## src/rtl/serial_nibble_loader.sv

```systemverilog
// serial_nibble_loader
//   Serial-to-parallel front end: collects a framed serial bit stream into a
//   WIDTH-bit word for the downstream 4-bit D-register stage.
//
//   Optional feature macro: SER_PARITY_EN
//     defined   -> a trailing even-parity bit follows each frame; perr reports it
//     undefined -> frames are exactly WIDTH data bits; perr is tied low
//
//   Parameters:
//     WIDTH      data bits per frame (>= 2)
//     MSB_FIRST  1: first received bit lands in word[WIDTH-1]; 0: in word[0]
//
//   Ports:
//     clk         clock, rising edge
//     rst         asynchronous, active-high reset
//     start       one-cycle frame-start strobe (aborts a frame in progress)
//     sin         serial data bit
//     sin_valid   qualifies sin; a bit is taken only when this is 1
//     word        last completed word, held until the next completion
//     word_valid  one-cycle pulse, word updated this cycle
//     busy        1 while a frame is in progress
//     perr        parity error, pulses with word_valid (parity build only)
module serial_nibble_loader #(
  parameter int unsigned WIDTH     = 4,
  parameter bit          MSB_FIRST = 1'b1
) (
  input  logic             clk,
  input  logic             rst,
  input  logic             start,
  input  logic             sin,
  input  logic             sin_valid,
  output logic [WIDTH-1:0] word,
  output logic             word_valid,
  output logic             busy,
  output logic             perr
);

  localparam int unsigned     CW       = $clog2(WIDTH + 1);
  localparam logic [CW-1:0]   LAST_BIT = CW'(WIDTH - 1);

`ifdef SER_PARITY_EN
  typedef enum logic [1:0] {IDLE = 2'd0, SHIFT = 2'd1, PARITY = 2'd2} state_t;
`else
  typedef enum logic {IDLE = 1'b0, SHIFT = 1'b1} state_t;
`endif

  state_t           state_q, state_d;
  logic [CW-1:0]    cnt_q, cnt_d;
  logic [WIDTH-1:0] shreg_q, shreg_d;
  logic [WIDTH-1:0] word_q, word_d;
  logic             wv_q, wv_d;
  logic [WIDTH-1:0] shifted;

  // Shift register with the current sin folded in, in the configured order.
  always_comb begin
    if (MSB_FIRST) shifted = {shreg_q[WIDTH-2:0], sin};
    else           shifted = {sin, shreg_q[WIDTH-1:1]};
  end

`ifdef SER_PARITY_EN
  logic perr_q, perr_d;
`endif

  always_comb begin
    state_d = state_q;
    cnt_d   = cnt_q;
    shreg_d = shreg_q;
    word_d  = word_q;
    wv_d    = 1'b0;
`ifdef SER_PARITY_EN
    perr_d  = 1'b0;
`endif
    case (state_q)
      IDLE: begin
        if (start) begin
          state_d = SHIFT;
          cnt_d   = '0;
          shreg_d = '0;
        end
      end
      SHIFT: begin
        // start outranks a simultaneous data bit: the frame restarts cleanly.
        if (start) begin
          cnt_d   = '0;
          shreg_d = '0;
        end else if (sin_valid) begin
          shreg_d = shifted;
          if (cnt_q == LAST_BIT) begin
            cnt_d = '0;
`ifdef SER_PARITY_EN
            state_d = PARITY;
`else
            state_d = IDLE;
            word_d  = shifted;
            wv_d    = 1'b1;
`endif
          end else begin
            cnt_d = cnt_q + CW'(1);
          end
        end
      end
`ifdef SER_PARITY_EN
      PARITY: begin
        if (start) begin
          state_d = SHIFT;
          cnt_d   = '0;
          shreg_d = '0;
        end else if (sin_valid) begin
          // Even parity: data ones plus p must be even, else flag.
          state_d = IDLE;
          word_d  = shreg_q;
          wv_d    = 1'b1;
          perr_d  = (^shreg_q) ^ sin;
        end
      end
`endif
      default: state_d = IDLE;
    endcase
  end

  always_ff @(posedge clk or posedge rst) begin
    if (rst) begin
      state_q <= IDLE;
      cnt_q   <= '0;
      shreg_q <= '0;
      word_q  <= '0;
      wv_q    <= 1'b0;
    end else begin
      state_q <= state_d;
      cnt_q   <= cnt_d;
      shreg_q <= shreg_d;
      word_q  <= word_d;
      wv_q    <= wv_d;
    end
  end

`ifdef SER_PARITY_EN
  always_ff @(posedge clk or posedge rst) begin
    if (rst) perr_q <= 1'b0;
    else     perr_q <= perr_d;
  end
  assign perr = perr_q;
`else
  assign perr = 1'b0;
`endif

  assign word       = word_q;
  assign word_valid = wv_q;
  assign busy       = (state_q != IDLE);

endmodule

```

## config.mk

```make
export PLATFORM = sky130hd
export DESIGN_NAME = serial_nibble_loader
export DESIGN_NICKNAME = d
export VERILOG_FILES = /design/src/rtl/serial_nibble_loader.sv
export SDC_FILE = /design/constraint.sdc
export NUM_CORES = 1
export LEC_CHECK = 0
export CAP_MARGIN = 10
export CORE_AREA = 2 2 39 41
export CTS_BUF_LIST = sky130_fd_sc_hd__clkbuf_4
export CTS_CLUSTER_DIAMETER = 120
export DETAILED_ROUTE_END_ITERATION = 16
export DIE_AREA = 0 0 41 43
export PLACE_DENSITY_LB_ADDON = 0.08
export SYNTH_ARGS = -nofsm -noshare
export SYNTH_HDL_FRONTEND = slang
export SYNTH_SLANG_ARGS = --single-unit
```

## constraint.sdc

```tcl
create_clock -name clk -period 1.7 [get_ports clk]
set_input_delay 0.255 -clock clk [delete_from_list [all_inputs] [get_ports clk]]
set_output_delay 0.255 -clock clk [all_outputs]
set_load 0.02 [all_outputs]
```

==> results.md <==
* Worst setup EP type: primary output
* TritonCTS clock tree: done
* Synth Cell Area at 509.2 µm²
* Placer congestion estimate at 0.7245
* Most frequent cells in the layout: 12 x dfrtp_1, 10 x clkdlybuf4s50_1, 9 x nand2_1
* WL/cell at 12.11 µm
* Layout cells sized above 1 at 20.34%
* Synthesized area per cell at 11.32 µm²
* Async set-or-reset flop fraction in the synthesized netlist at 100.0%
* CP Capture Point: busy
* Yosys cell types at 17
* CP max stage delay at 630 ps
* Chip width at slightly above 40 µm
* Via density at 4.827
* First-pass GRT wire length at 1.538 mm
* Synthesis-stage register bit count at 12
* Post-layout minimum cycle time at 1552 ps
* # Max-Cap Violations at 0
* Area Overhead vs Synth at 29.24%
* F_max at 644.3 MHz
* Sequential share of the synthesized area at 58.97%
* Number of synthesized flops with an enable pin at 0
* Post-CTS setup buffer count at 0
* # rows at 14
* Arrival @ worst endpoint at 1300 ps
* Power Dens Cells at around 840 nW/µm²
* Largest cells by area after synthesis: dfrtp_1 59%, mux2_2 8.8%, nand2_1 6.6%, a21oi_1 5.9%, nor3_4 3.2%
* Fin nets at 66
* Post-cts resize count at 0
* Reg2reg setup slack at 290 ps
* Vias at 362
* Top_reg_cell synth: dfrtp_1
* CTS H-tree lvls at 1
* Total negative slack at 0 ps
* Most common cell after layout, fill and taps aside: dfrtp_1
* Reg2reg start: cnt_q[0]$_DFFE_PP0P_
* Cts-stage hold buffer count at 0
* Slowest CP cell: clkdlybuf4s50_1
* Cells after synthesis at 45
* Clock net sink count at 12
* Final Hold Viols at 0
* Startpoint Class: flop
* CP Class: flop to primary output
* Worst path top cell family by delay: buffers and inverters
* Crit path depth at 1
* Largest net degree at the start of global routing at 13
* Die Y at 43 µm
* Clock Latency Late Sink at approximately 270 ps
* Vias in the first global route at 355
* Required @ worst endpoint at 1440 ps
* Yosys warning total at 0
* Largest area contributor in the netlist: dfrtp_1
* Post-DP HPWL at 725.4 µm
* Yosys top cell area share at 58.97%
* Top Ports at 12
* Core area at 1384 µm²
* Die area at 1763 µm²
* # diodes at 0
* Final Skew at 0.5382 ps
* Routed Antenna Nets at 0
* Pleak at 0.0003012 µW
* Total track usage at 13.32%
* Max VDD drop at 0.0003706 V
* Remaining DRCs at 0
* Clock buffer depth at 2
* Grt total ovfl at 0
* Crit share post-route at around nine tenths
* Number of buffers created by CTS at 3
* Status: complete, no violations
* Final Max Slew Viols at 0
* DRT iter0 DRCs at 2
* PortBufs at 10
* CP Max Fanout at 4
* HP Class: input pin to asynchronous set/reset pin
* RSZ-0062 raised after global routing: false
* Final Setup Violations at 0
* Worst R2R End: word[1]$_DFFE_PP0P_
* Initial antenna violation count at 0
* R2R depth at 4
* Starting Density at 36.80%
* CTS root buffer: clkbuf_4
* Worst Setup SP: busy$_DFF_PP0_
* WL final at 908 µm
* CP cell instances: clkdlybuf4s50_1
* Fin Hold WS at ~290 ps
* Syn nets at 51
* Worst Path Buf+Inv at 1
* CTS clk-pin slew, worst paths at 70 ps
* Drt pass-1 iters at 3
sequential cells by signal (all words and copies together), names as in the netlist:
register	count
word	4
cnt_q	3
shreg_q	3
busy	1
word_valid	1
metal layers:
| layer | GRT usage (%) | vias to the layer above | share of wire (%) |
|---|---|---|---|
| met2 | 21.56 | 12 | 52 |
| li1 | - | 176 | - |
| met1 | 14.78 | 172 | 38 |
| met4 | 6.000 | 0 | 1.8 |
| met5 | 0 | - | 0 |
| met3 | 4.712 | 2 | 7.5 |
power by group:
part	switching [µW]	internal, µW	total [µW]
Combinational	34.7	32.5	67.2
Clock	94.5	85.1	180
Sequential	6.90	296	303
Total	136	414	550
worst min-delay path by stage:
| stage | end | slack (ps) | cells after the start |
|---|---|---|---|
| 6_report | cnt_q[2]$_DFFE_PP0P_ | 290 | 2 |
| 5_1_grt | cnt_q[1]$_DFFE_PP0P_ | 330 | 2 |
| 4_1_cts | cnt_q[1]$_DFFE_PP0P_ | 290 | 2 |
| 3_5_place_dp | word[2]$_DFFE_PP0P_ | 500 | 1 |
| 3_3_place_gp | word[0]$_DFFE_PP0P_ | 500 | 1 |
| 2_1_floorplan | busy$_DFF_PP0_ | 120 | 1 |
per-stage QoR:
stage	instances	util, %	setup slack (ps)	total power [µW]	area, µm²
global placement	71	45.66	105.3	374.6	631.9
floorplan	45	-	359.2	346.8	509.2
detailed placement	71	45.66	85.23	377.2	631.9
CTS	75	47.56	138.1	559.7	658.1
finish	75	47.56	148.0	550.0	658.1
global route	75	47.56	100.3	577.6	658.1
Yosys cell counts, drive strengths merged (2+ instances only):
| master | count |
|---|---|
| a21oi | 6 |
| dfrtp | 12 |
| mux2 | 4 |
| nand2 | 10 |
| nand2b | 2 |
cells by family (layout without fill, tap and decap cells):
family	count (synthesis)	count (layout)	share of synthesized area, %
AOI/OAI and AO/OA	7	7	7.372
adders and majority gates	1	1	2.457
buffers and inverters	3	17	3.193
DFF	12	12	58.97
muxes	4	4	8.845
other	1	1	0.7364
and+or+nand+nor	17	17	18.43
area by class of cell:
type | count | area, µm²
Clock buffer | 3 | 22.52
Timing Repair Buffer | 12 | 115.1
Multi-Input combinational cell | 30 | 192.7
Fill cell | 137 | 725.7
Inverter | 1 | 3.754
Tap cell | 16 | 20.02
Clock inverter | 1 | 3.754
Sequential cell | 12 | 300.3
Power figures use the tool's default switching activity.
